`src/rtl/apb_arb_pkg.sv`:
```
// apb_arb_pkg: shared FSM state type, strobe masks and requester indices for apb_arbiter
package apb_arb_pkg;
  typedef enum logic [1:0] {IDLE, SETUP, ACCESS} state_t;
  localparam logic [3:0] STRB_BYTE = 4'b0001;
  localparam logic [3:0] STRB_HALF = 4'b0011;
  localparam logic [3:0] STRB_WORD = 4'b1111;
  localparam int REQ_CPU = 0;
  localparam int REQ_DBG = 1;
endpackage

```
`src/rtl/rr_arb2.sv`:
```
// rr_arb2: two-way round-robin selector; on a tie the requester that did not win last time is chosen
module rr_arb2 (
  input  logic [1:0] i_valid,
  input  logic       i_last,
  output logic [1:0] o_grant
);
  assign o_grant = (&i_valid) ? (i_last ? 2'b01 : 2'b10) : i_valid;
endmodule

```
`src/rtl/apb_arbiter.sv`:
```
// apb_arbiter: two-requester arbiter that sequences APB SETUP/ACCESS; define APB_TIMEOUT_EN to bound ACCESS wait states
module apb_arbiter
  import apb_arb_pkg::*;
#(
  parameter int ADDR_W         = 32,
  parameter int DATA_W         = 32,
  parameter int TIMEOUT_CYCLES = 255
) (
  input  logic                clk,
  input  logic                rts,
  input  logic [1:0]          req_valid,
  input  logic [ADDR_W-1:0]   req_addr0,
  input  logic [ADDR_W-1:0]   req_addr1,
  input  logic [DATA_W-1:0]   req_wdata0,
  input  logic [DATA_W-1:0]   req_wdata1,
  input  logic [1:0]          req_wr,
  input  logic [DATA_W/8-1:0] req_size0,
  input  logic [DATA_W/8-1:0] req_size1,
  output logic [1:0]          req_gnt,
  output logic [1:0]          req_done,
  output logic [DATA_W-1:0]   req_rdata,
  output logic                req_err,
  output logic [ADDR_W-1:0]   paddr,
  output logic [DATA_W-1:0]   pwdata,
  output logic                pwrite,
  output logic [DATA_W/8-1:0] pstrb,
  output logic                psel,
  output logic                penable,
  input  logic [DATA_W-1:0]   prdata,
  input  logic                pready,
  input  logic                pslverr
);
  state_t              r_state;
  logic                r_last;
  logic [1:0]          r_done;
  logic [DATA_W-1:0]   r_rdata;
  logic                r_err;
  logic [ADDR_W-1:0]   r_paddr;
  logic [DATA_W-1:0]   r_pwdata;
  logic                r_pwrite;
  logic [DATA_W/8-1:0] r_pstrb;
  logic                r_psel;
  logic                r_penable;
  logic [1:0]          w_rr;
  logic [1:0]          w_gnt;
  logic                w_dbg;
`ifdef APB_TIMEOUT_EN
  localparam int CW = 16;
  logic [CW-1:0]       r_cnt;
`else
  localparam int unused_timeout = TIMEOUT_CYCLES;
`endif

  rr_arb2 u_rr (
    .i_valid (req_valid),
    .i_last  (r_last),
    .o_grant (w_rr)
  );

  assign w_gnt = (r_state == IDLE) ? w_rr : 2'b00;
  assign w_dbg = w_gnt[REQ_DBG];

  // Sequencer: accept in IDLE, SETUP for one cycle, then ACCESS until pready (or timeout); owner is the last winner
  always_ff @(posedge clk or posedge rts) begin
    if (rts) begin
      r_state   <= IDLE;
      r_last    <= 1'b1;
      r_done    <= '0;
      r_rdata   <= '0;
      r_err     <= 1'b0;
      r_paddr   <= '0;
      r_pwdata  <= '0;
      r_pwrite  <= 1'b0;
      r_pstrb   <= '0;
      r_psel    <= 1'b0;
      r_penable <= 1'b0;
`ifdef APB_TIMEOUT_EN
      r_cnt     <= '0;
`endif
    end else begin
      r_done <= '0;
      case (r_state)
        IDLE: if (|w_gnt) begin
          r_paddr   <= w_dbg ? req_addr1 : req_addr0;
          r_pwdata  <= w_dbg ? req_wdata1 : req_wdata0;
          r_pstrb   <= w_dbg ? req_size1 : req_size0;
          r_pwrite  <= w_dbg ? req_wr[REQ_DBG] : req_wr[REQ_CPU];
          r_psel    <= 1'b1;
          r_penable <= 1'b0;
          r_last    <= w_dbg;
          r_state   <= SETUP;
        end
        SETUP: begin
          r_penable <= 1'b1;
          r_state   <= ACCESS;
`ifdef APB_TIMEOUT_EN
          r_cnt     <= '0;
`endif
        end
        ACCESS: begin
          if (pready) begin
            r_done    <= r_last ? 2'b10 : 2'b01;
            r_rdata   <= r_pwrite ? '0 : prdata;
            r_err     <= pslverr;
            r_psel    <= 1'b0;
            r_penable <= 1'b0;
            r_state   <= IDLE;
          end
`ifdef APB_TIMEOUT_EN
          else if (r_cnt == CW'(TIMEOUT_CYCLES - 1)) begin
            r_done    <= r_last ? 2'b10 : 2'b01;
            r_rdata   <= '0;
            r_err     <= 1'b1;
            r_psel    <= 1'b0;
            r_penable <= 1'b0;
            r_state   <= IDLE;
          end else begin
            r_cnt     <= r_cnt + 1'b1;
          end
`endif
        end
        default: r_state <= IDLE;
      endcase
    end
  end

  assign req_gnt   = w_gnt;
  assign req_done  = r_done;
  assign req_rdata = r_rdata;
  assign req_err   = r_err;
  assign paddr     = r_paddr;
  assign pwdata    = r_pwdata;
  assign pwrite    = r_pwrite;
  assign pstrb     = r_pstrb;
  assign psel      = r_psel;
  assign penable   = r_penable;
endmodule

```
`config.mk`:
```
export PLATFORM = sky130hd
export DESIGN_NAME = apb_arbiter
export DESIGN_NICKNAME = d
export VERILOG_FILES = /design/src/rtl/apb_arb_pkg.sv /design/src/rtl/rr_arb2.sv /design/src/rtl/apb_arbiter.sv
export SDC_FILE = /design/constraint.sdc
export NUM_CORES = 1
export LEC_CHECK = 0
export BUFFER_PORTS_ARGS = -buffer_cell sky130_fd_sc_hd__buf_2
export CORE_AREA = 2 2 109 111
export DETAILED_ROUTE_END_ITERATION = 10
export DIE_AREA = 0 0 111 113
export HOLD_SLACK_MARGIN = 0.05
export PLACE_DENSITY_LB_ADDON = 0.15
export SLEW_MARGIN = 5
export SYNTH_ARGS = -nofsm -noshare
export SYNTH_HDL_FRONTEND = slang
export SYNTH_HIERARCHICAL = 1
export SYNTH_SLANG_ARGS = --single-unit
export TNS_END_PERCENT = 1
```
`constraint.sdc`:
```
create_clock -name clk -period 7.4 [get_ports clk]
set_clock_uncertainty 0.1 [all_clocks]
set_input_delay 0 -clock clk [delete_from_list [all_inputs] [get_ports clk]]
set_output_delay 0 -clock clk [all_outputs]
set_load 0.1 [all_outputs]
```
==> impl_metrics.ini <==
[setup_path]
startpoint_type = flip-flop
worst-path-max-fanout = 69
path_delay_family = buffers and inverters
cp.required_ns = 7.49
crit_slowest_cell = a21boi_4
path_class = reg2reg
crit_path_end_kind = flip-flop
cp.buffers_inverters = 2
cp.arrival_ns = 3.55
cp_slowest_stage_delay_ns = 0.88
crit_chain = a21boi_4 -> inv_2 -> a31oi_1 -> dlygate4sd3_1 -> o2bb2ai_1

[outcome]
status = complete, no violations

[routing]
wl_per_cell_um = 17.10
routed_wl_um = 18180
first_pass_iters = 5
ant_nets = 0
vias = 5671
vias_per_cell = 5.335
detail_route.iter0.violations = 389
route.detailed.drc = 0

[global_routing]
met3_usage = 0.06320
use_met1 = 0.3479
grt_first_pass_wirelength_um = 29710
grt_usage = 0.2943
grt_remaining_overflow = 0
grt_max_degree = 75
met2_usage = 0.5125
grt_pass1_vias = 5916
grt_busiest_layer = met2
antenna_found_initial = 0

[cts]
cts_tree = built
clkSlewWorstSetupHoldPaths_ns = 0.07
cts_num_sinks = 109
cts_buffers = 9
htreeDepth = 3
clock_path_buffers = 2
clk_latency_ns = 0.34
cts-root-buf = clkbuf_16
cts_setup_buffers = 0

[finish]
num-nets-final = 1091
n_antenna_cell = 0
stdcell_area_um2 = 8509
syn2layout_area_growth_pct = 68.51
instances_no_fill = 1063
drive_above_1_share = 0.3489
ff_latch_area_um2 = 2729
num-fill-cells = 776
multi_input_area_um2 = 2108

[timing]
min_period_ns = 3.461
worst_slew_pin_slew_ns = 1.220
final_max_slew_viol_count = 0
hold_viol_final = 0
setup_viol = 0
rsz0062_at_grt = no
fin_hold_ws_ns = 0.2077
period_share = 0.4677
relSlewSlack = 0.1869
max_freq_ghz = 0.2890
setup_tns_ns = 0

[synthesis]
syn_inst = 491
ys.flop_type = dfrtp_1
yosys_warnings = 6
synth_edf_count = 0
async_reset_ff_frac = 1.000
yosysSeqAreaShare = 0.5404
synth.avg_cell_area_um2 = 10.28
ys_ff_latch = 109
synth.distinct_cells = 28
netlist_area_um2 = 5050
synth_fp_nets = 667

[floorplan]
fp.coreArea_um2 = 11270
die_area_um2 = 12540
die_w_um = 111
pin_count = 284
rows = 39
die_h_um = 113
start_util = 0.4480

[placed_design]
place_inst = 874
place_hpwl_um = 10590
port-buffer-count = 283
placed_area_um2 = 6499
gp_congestion = 0.8471

[min_path]
min_path_type = in2async

[run]
drv_cap = 0
==> Yosys cell counts (2+ instances only) <==
| library cell | count | share of area |
|---|---|---|
| o21ai_0 | 33 | 0.033 |
| o2bb2ai_1 | 49 | 0.085 |
| buf_2 | 14 | 0.014 |
| o22ai_1 | 31 | 0.038 |
| and2_1 | 49 | 0.061 |
| or3b_1 | 2 | 0.0035 |
| nor2_1 | 5 | 0.0037 |
| o21ai_1 | 3 | 0.0030 |
| inv_1 | 6 | 0.0045 |
| mux2_2 | 2 | 0.0045 |
| a21oi_1 | 21 | 0.021 |
| nand2_1 | 34 | 0.025 |
| a31oi_1 | 49 | 0.061 |
| o22ai_2 | 9 | 0.022 |
| dfrtp_1 | 108 | 0.54 |
| nand2b_1 | 35 | 0.043 |
| clkbuf_1 | 30 | 0.022 |
==> path summary, 6_finish.rpt <==
path,slack (ns),startpoint,to,cells past startpoint
hold reg to reg,0.37,req_rdata[21],req_rdata[21],2
hold / removal,0.21,rts,req_rdata[23],3
setup / recovery,3.94,r_last,paddr[14],5
min in group clk,0.35,prdata[20],req_rdata[20],4
setup reg to reg,3.94,r_last,paddr[14],5
max in group asynchronous,5.78,rts,paddr[5],4
==> cell usage in the layout (no fill, tap or decap), drive strengths merged <==
cell,Yosys,final
nand2b,35,35
mux2,2,2
or2,1,1
o2bb2ai,49,49
o21ai,36,36
nor2b,1,1
dlygate4sd3,0,173
inv,6,7
clkinv,1,5
o22ai,40,40
a31oi,49,49
a21boi,2,2
clkbuf,30,11
nand2,34,34
and2,49,49
nor2,5,5
or3b,2,2
nand3b,1,1
dfrtp,108,108
buf,18,288
a21oi,21,21
dfstp,1,1
==> cells by family after synthesis <==
group	share of synthesized area
AOI/OAI and AO/OA	0.2659
DFF	0.5404
and+or+nand+nor	0.1405
muxes	0.004460
buffers and inverters	0.04881
==> worst min-delay path: stages <==
cell and delay (ns):
dlygate4sd3_1 0.54, buf_2 0.14, inv_4 0.45
==> cell type report <==
cell class / count / share of cell area
Tap cell: 143 / 0.02103
Clock inverter: 5 / 0.004264
Clock buffer: 11 / 0.02853
Multi-Input combinational cell: 327 / 0.2478
Sequential cell: 109 / 0.3207
Inverter: 7 / 0.003382
Timing Repair Buffer: 461 / 0.3744
==> per-layer routing <==
layer / part of all wire / wire, um
met5: 0 / 0
met1: 0.39 / 7099
met2: 0.50 / 9102
met4: 0.043 / 780
met3: 0.066 / 1196
==> per-stage QoR <==
stage,setup WS [ns],util
final,3.939,0.7549
after global routing,3.695,0.7549
after CTS,3.972,0.7549
after detailed placement,4.502,0.5765
after global placement,4.585,0.5765
after floorplan,4.428,-
==> state kept, by name (all words and copies together) (netlist names) <==
name / flops
r_state: 2
req_done: 2
req_err: 1
pstrb: 4
paddr: 32
pwrite: 1
r_last: 1
psel: 1
penable: 1
req_rdata: 32
pwdata: 32
==> what timing repair did <==
item | 4_1_cts | 5_1_grt
gates resized for setup | 0 | 0
hold buffers | 173 | 0
hold endpoints to repair | 153 | 0
Power is not shown: default switching activity piles up to over one toggle a cycle in this logic, so the estimate is an artifact.
